==> config.mk <==
export PLATFORM = sky130hd
export DESIGN_NAME = argmax_layer
export DESIGN_NICKNAME = d
export VERILOG_FILES = /design/src/rtl/argmax_layer_pkg.sv /design/src/rtl/argmax_layer.sv
export SDC_FILE = /design/constraint.sdc
export NUM_CORES = 1
export LEC_CHECK = 0
export CORE_MARGIN = 10
export CORE_UTILIZATION = 46
export CTS_CLUSTER_DIAMETER = 40
export DETAILED_ROUTE_END_ITERATION = 8
export PLACE_DENSITY = 0.76
export SKIP_CTS_REPAIR_TIMING = 1
export SLEW_MARGIN = 10
export SYNTH_ARGS = -nofsm -noshare
export SYNTH_HDL_FRONTEND = slang
export SYNTH_SLANG_ARGS = --single-unit
==> constraint.sdc <==
create_clock -name clock -period 13.3 [get_ports clock]
set_input_delay 1.995 -clock clock [delete_from_list [all_inputs] [get_ports clock]]
set_output_delay 1.995 -clock clock [all_outputs]
set_load 0.02 [all_outputs]
==> src/rtl/argmax_layer_pkg.sv <==
// Shared fixed-point types and helpers for the network layers, plus the
// state encoding used by the argmax classification stage.
package argmax_layer_pkg;

    localparam int INTEGRAL_WIDTH = 8;
    localparam int FRACTION_WIDTH = 8;
    localparam int FIXED_WIDTH    = INTEGRAL_WIDTH + FRACTION_WIDTH;

    // Signed two's complement value over {integral, fraction}
    typedef struct packed {
        logic [INTEGRAL_WIDTH-1:0] integral;
        logic [FRACTION_WIDTH-1:0] fraction;
    } fixed_point;

    typedef enum logic [1:0] {
        ST_IDLE,
        ST_SCAN,
        ST_DONE
    } argmax_state_t;

    // Full-width signed compare, a > b; shared with later pooling layers
    function automatic logic fixed_point_greater(input fixed_point a, input fixed_point b);
        logic signed [FIXED_WIDTH-1:0] sa;
        logic signed [FIXED_WIDTH-1:0] sb;
        sa = a;
        sb = b;
        return sa > sb;
    endfunction

endpackage

==> src/rtl/argmax_layer.sv <==
// Classification stage: captures a fixed_point vector when upstream signals
// ready, scans it one element per clock and reports index/value of the
// largest element. Ties keep the lowest index.
module argmax_layer
    import argmax_layer_pkg::*;
#(
    parameter int NUM_INPUTS = 16,
    localparam int INDEX_WIDTH = (NUM_INPUTS > 1) ? $clog2(NUM_INPUTS) : 1
) (
    input  logic                   clock,
    input  logic                   reset,
    input  logic                   inputs_ready,
    input  fixed_point             inputs [NUM_INPUTS],
    output logic                   busy,
    output logic                   outputs_ready,
    output logic [INDEX_WIDTH-1:0] index,
    output fixed_point             maximum
);

    localparam logic [INDEX_WIDTH-1:0] LAST_COUNT = INDEX_WIDTH'(NUM_INPUTS - 1);
    localparam logic [INDEX_WIDTH-1:0] FIRST_COUNT = INDEX_WIDTH'(1);
    localparam bit SINGLE = (NUM_INPUTS == 1);

    argmax_state_t              state;
    logic [INDEX_WIDTH-1:0]     count;
    fixed_point                 captured [NUM_INPUTS];
    fixed_point                 current;

    // Select the captured element the counter points at; written as a
    // compare-per-entry mux so the single-element build needs no index bits
    always_comb begin
        current = captured[0];
        for (int i = 0; i < NUM_INPUTS; i++) begin
            if (count == INDEX_WIDTH'(i)) begin
                current = captured[i];
            end
        end
    end

    // Control FSM with registered outputs; the captured array has no reset
    // because its contents only matter after an accepting edge
    always_ff @(posedge clock) begin
        if (reset) begin
            state         <= ST_IDLE;
            count         <= '0;
            index         <= '0;
            maximum       <= '0;
            busy          <= 1'b0;
            outputs_ready <= 1'b0;
        end else begin
            case (state)
                ST_IDLE, ST_DONE: begin
                    if (inputs_ready) begin
                        captured      <= inputs;
                        maximum       <= inputs[0];
                        index         <= '0;
                        count         <= FIRST_COUNT;
                        if (SINGLE) begin
                            state         <= ST_DONE;
                            busy          <= 1'b0;
                            outputs_ready <= 1'b1;
                        end else begin
                            state         <= ST_SCAN;
                            busy          <= 1'b1;
                            outputs_ready <= 1'b0;
                        end
                    end
                end
                ST_SCAN: begin
                    if (fixed_point_greater(current, maximum)) begin
                        maximum <= current;
                        index   <= count;
                    end
                    if (count == LAST_COUNT) begin
                        state         <= ST_DONE;
                        busy          <= 1'b0;
                        outputs_ready <= 1'b1;
                    end else begin
                        count <= count + FIRST_COUNT;
                    end
                end
                default: begin
                    state         <= ST_IDLE;
                    busy          <= 1'b0;
                    outputs_ready <= 1'b0;
                end
            endcase
        end
    end

endmodule
==> results.toml <==
[clocking]
clk_pin_slew_ns = 0.06
insertion_delay_ns = 0.53
cts_tree = "yes"
cts_buffer_depth = 3
cts_made_buffers = 41
cts_sinks = 283
cts-root-buf = "clkbuf_16"
cts_max_level = 2

[timing]
fin_crit_ns = 5.706
rsz0062_at_grt = "false"
setup_tns_ns = 0
finalCritPeriodShare_pct = 42.90
timing.fmax_mhz = 175.2
slew_viol_final = 0
hold_slack_ns = 0.4880
tightest_slew_ns = 1.217
slew-limit-headroom_pct = 18.40
hold_viol = 0
clock-skew-final_ns = 0.02169
final-setup-viol-count = 0

[run_status]
run_status = "finished, final reports clean"

[global_routing]
grt_util_all_layers_pct = 22.92
grt_max_degree = 187
overflow = 0
grt_pass1_wl_mm = 59.35
grt_pass1_vias = 9819
antenna_found_initial = 5

[final_layout]
syn_to_final_growth_pct = 34.24
final_cell_mix = "clkdlybuf4s50_1 (280), edfxtp_1 (256), a21oi_1 (86), nand2_1 (62), clkbuf_16 (42)"
drive_gt1_share_pct = 8.497
fillCellCount = 2027
nets = 1518
final_area_sq_um = 16930
final_common_cell = "clkdlybuf4s50_1"

[logic_synthesis]
async_flop_share_pct = 0
syn_area_per_cell_sq_um = 12.86
synth_flop_cell = "edfxtp_1"
synth_warnings = 0
synth_fp_nets = 1260
synth_edf_count = 256
synthesis.area_sq_um = 12610
syn_inst = 981
ys_ff_latch = 283
yosysUniqueCellTypes = 69
synth-seq-area-share_pct = 65.24

[floorplanning]
die_x_um = 185.6
core_region_area_sq_um = 26950
io_pins = 281
start_util_pct = 46.80
die_area_sq_um = 34440
die_y_um = 185.6
placementRows = 60

[route]
routed_wl_mm = 40.62
routed_via_density = 6.037
wl_per_cell_um = 25.15
drt-pass1-iter-count = 5
wl_met3_mm = 4.502
dr_wl_met2_mm = 19.27
ant_nets = 0
wl_met1_mm = 15.54
first_iter_violations = 1311
num_vias = 9749
drcViolationCount = 0
dr.max_layer_used = "met5"

[place]
routabilityCongestion = 0.9772
dpl.hpwl_mm = 28.66
numPortBuffers = 280
dpl_cell_area_sq_um = 15560

[worst_hold_path]
holdCritPathClass = "reg -> reg"

[critical_path]
cp_data_required_time_ns = 13.71
cp_max_fo = 81
start_kind = "flop"
arrival_ns = 6.11
endpoint_kind = "flop"
criticalPathCategory = "reg -> reg"

[power_and_ir_drop]
p_leak_nw = 5.690
worst_ir_drop_vdd_mv = 0.09793
pwr_density_cell_nw_per_um2 = 143.0

[job]
drv_cap = 0
==> critical path: stages (launching register included) <==
cell and delay [ns]:
dfxtp_1 0.46, ha_2 0.21, buf_4 0.65, nor2_1 0.48, o22ai_1 0.53, a21oi_1 0.09
a211oi_1 0.44, o22ai_1 0.16, a21oi_1 0.26, ha_1 0.22, nand4_1 0.13, nor3_1 0.29
o221ai_1 0.24, a22oi_4 0.91, nor2_1 0.11, a311oi_1 0.33
==> where the power goes <==
group / switching [mW] / total, mW / leakage, nW / internal [mW]
clock: 0.430 / 1.06 / 0.654 / 0.628
combinational: 0.168 / 0.319 / 2.44 / 0.151
sequential: 0.0232 / 1.04 / 2.60 / 1.02
==> final timing paths <==
check,from,endpoint,slack [ns],cells after the start
worst max-delay path,count[0],maximum[15],7.59,15
worst min-delay path,index[3],index[3],0.49,2
worst max register to register,count[0],maximum[15],7.59,15
worst min register to register,index[3],index[3],0.49,2
==> layout make-up <==
type                       count  area, sq um  share of cell area (%)
sequential                   283         8228                   48.60
multi-input combinational    597         3909                   23.09
timing repair buffer         292         2905                   17.16
clock buffer                  48         1094                   6.459
tap                          341        426.7                   2.520
clock inverter                27        270.3                   1.596
inverter                      24        90.09                  0.5321
antenna                        3        7.507                 0.04434
==> kinds of logic after synthesis <==
kind of cell	count (synthesis)	synth area share (%)
compound gates	325	17.78
flops	283	65.24
simple gates	249	10.85
buf+inv	101	3.929
fa+ha+maj	20	1.984
xor+xnor	2	0.1389
mux	1	0.07937
==> synth_stat cells, drive strengths merged (3+ instances only) <==
cell type | count | area, sq um
nor4b | 3 | 26.28
ha | 20 | 250.2
nor3b | 21 | 157.7
a21oi | 86 | 430.4
nand2b | 19 | 118.9
nor2b | 33 | 206.5
o2111ai | 3 | 26.28
nand3 | 12 | 60.06
a31oi | 20 | 125.1
o22a | 3 | 26.28
a211o | 3 | 26.28
o22ai | 30 | 187.7
or3 | 11 | 73.82
a211oi | 10 | 92.59
o21ai | 58 | 290.3
nand4 | 3 | 18.77
o311ai | 10 | 102.6
and4b | 3 | 30.03
o31ai | 3 | 22.52
o32ai | 4 | 65.06
nor2 | 40 | 150.1
o221ai | 20 | 175.2
nand2 | 62 | 232.7
nor3 | 9 | 50.05
dfxtp | 27 | 540.5
a31o | 3 | 26.28
a32o | 10 | 100.1
a32oi | 10 | 87.58
a22oi | 15 | 126.4
a311oi | 10 | 100.1
buf | 51 | 307.8
o31a | 11 | 96.34
nand3b | 19 | 142.6
clkbuf | 26 | 97.59
inv | 24 | 90.09
and2 | 5 | 31.28
edfxtp | 256 | 7687
o21a | 4 | 30.03
==> flip-flops by register name, indices dropped and copies added, names as in the netlist <==
register and cells:
busy 1, captured 256, count 4, index 4, maximum 16, outputs_ready 1
state 1
==> per-stage QoR <==
stage | setup WS (ns) | power (mW) | util [%] | cells
global route | 7.324 | 2.502 | 62.80 | 1613
floorplan | 3.801 | 1.227 | - | 981
global placement | 8.164 | 1.366 | 57.73 | 1537
CTS | 7.840 | 2.430 | 62.79 | 1612
detailed placement | 7.969 | 1.373 | 57.73 | 1537
finish | 7.594 | 2.422 | 62.82 | 1615
==> metal layers <==
layer	GRT usage [%]	vias to the layer above
met5	0	-
met4	8.126	4
met3	6.570	94
met2	36.98	631
met1	28.87	4646
li1	-	4374
Power figures use the tool's default switching activity.
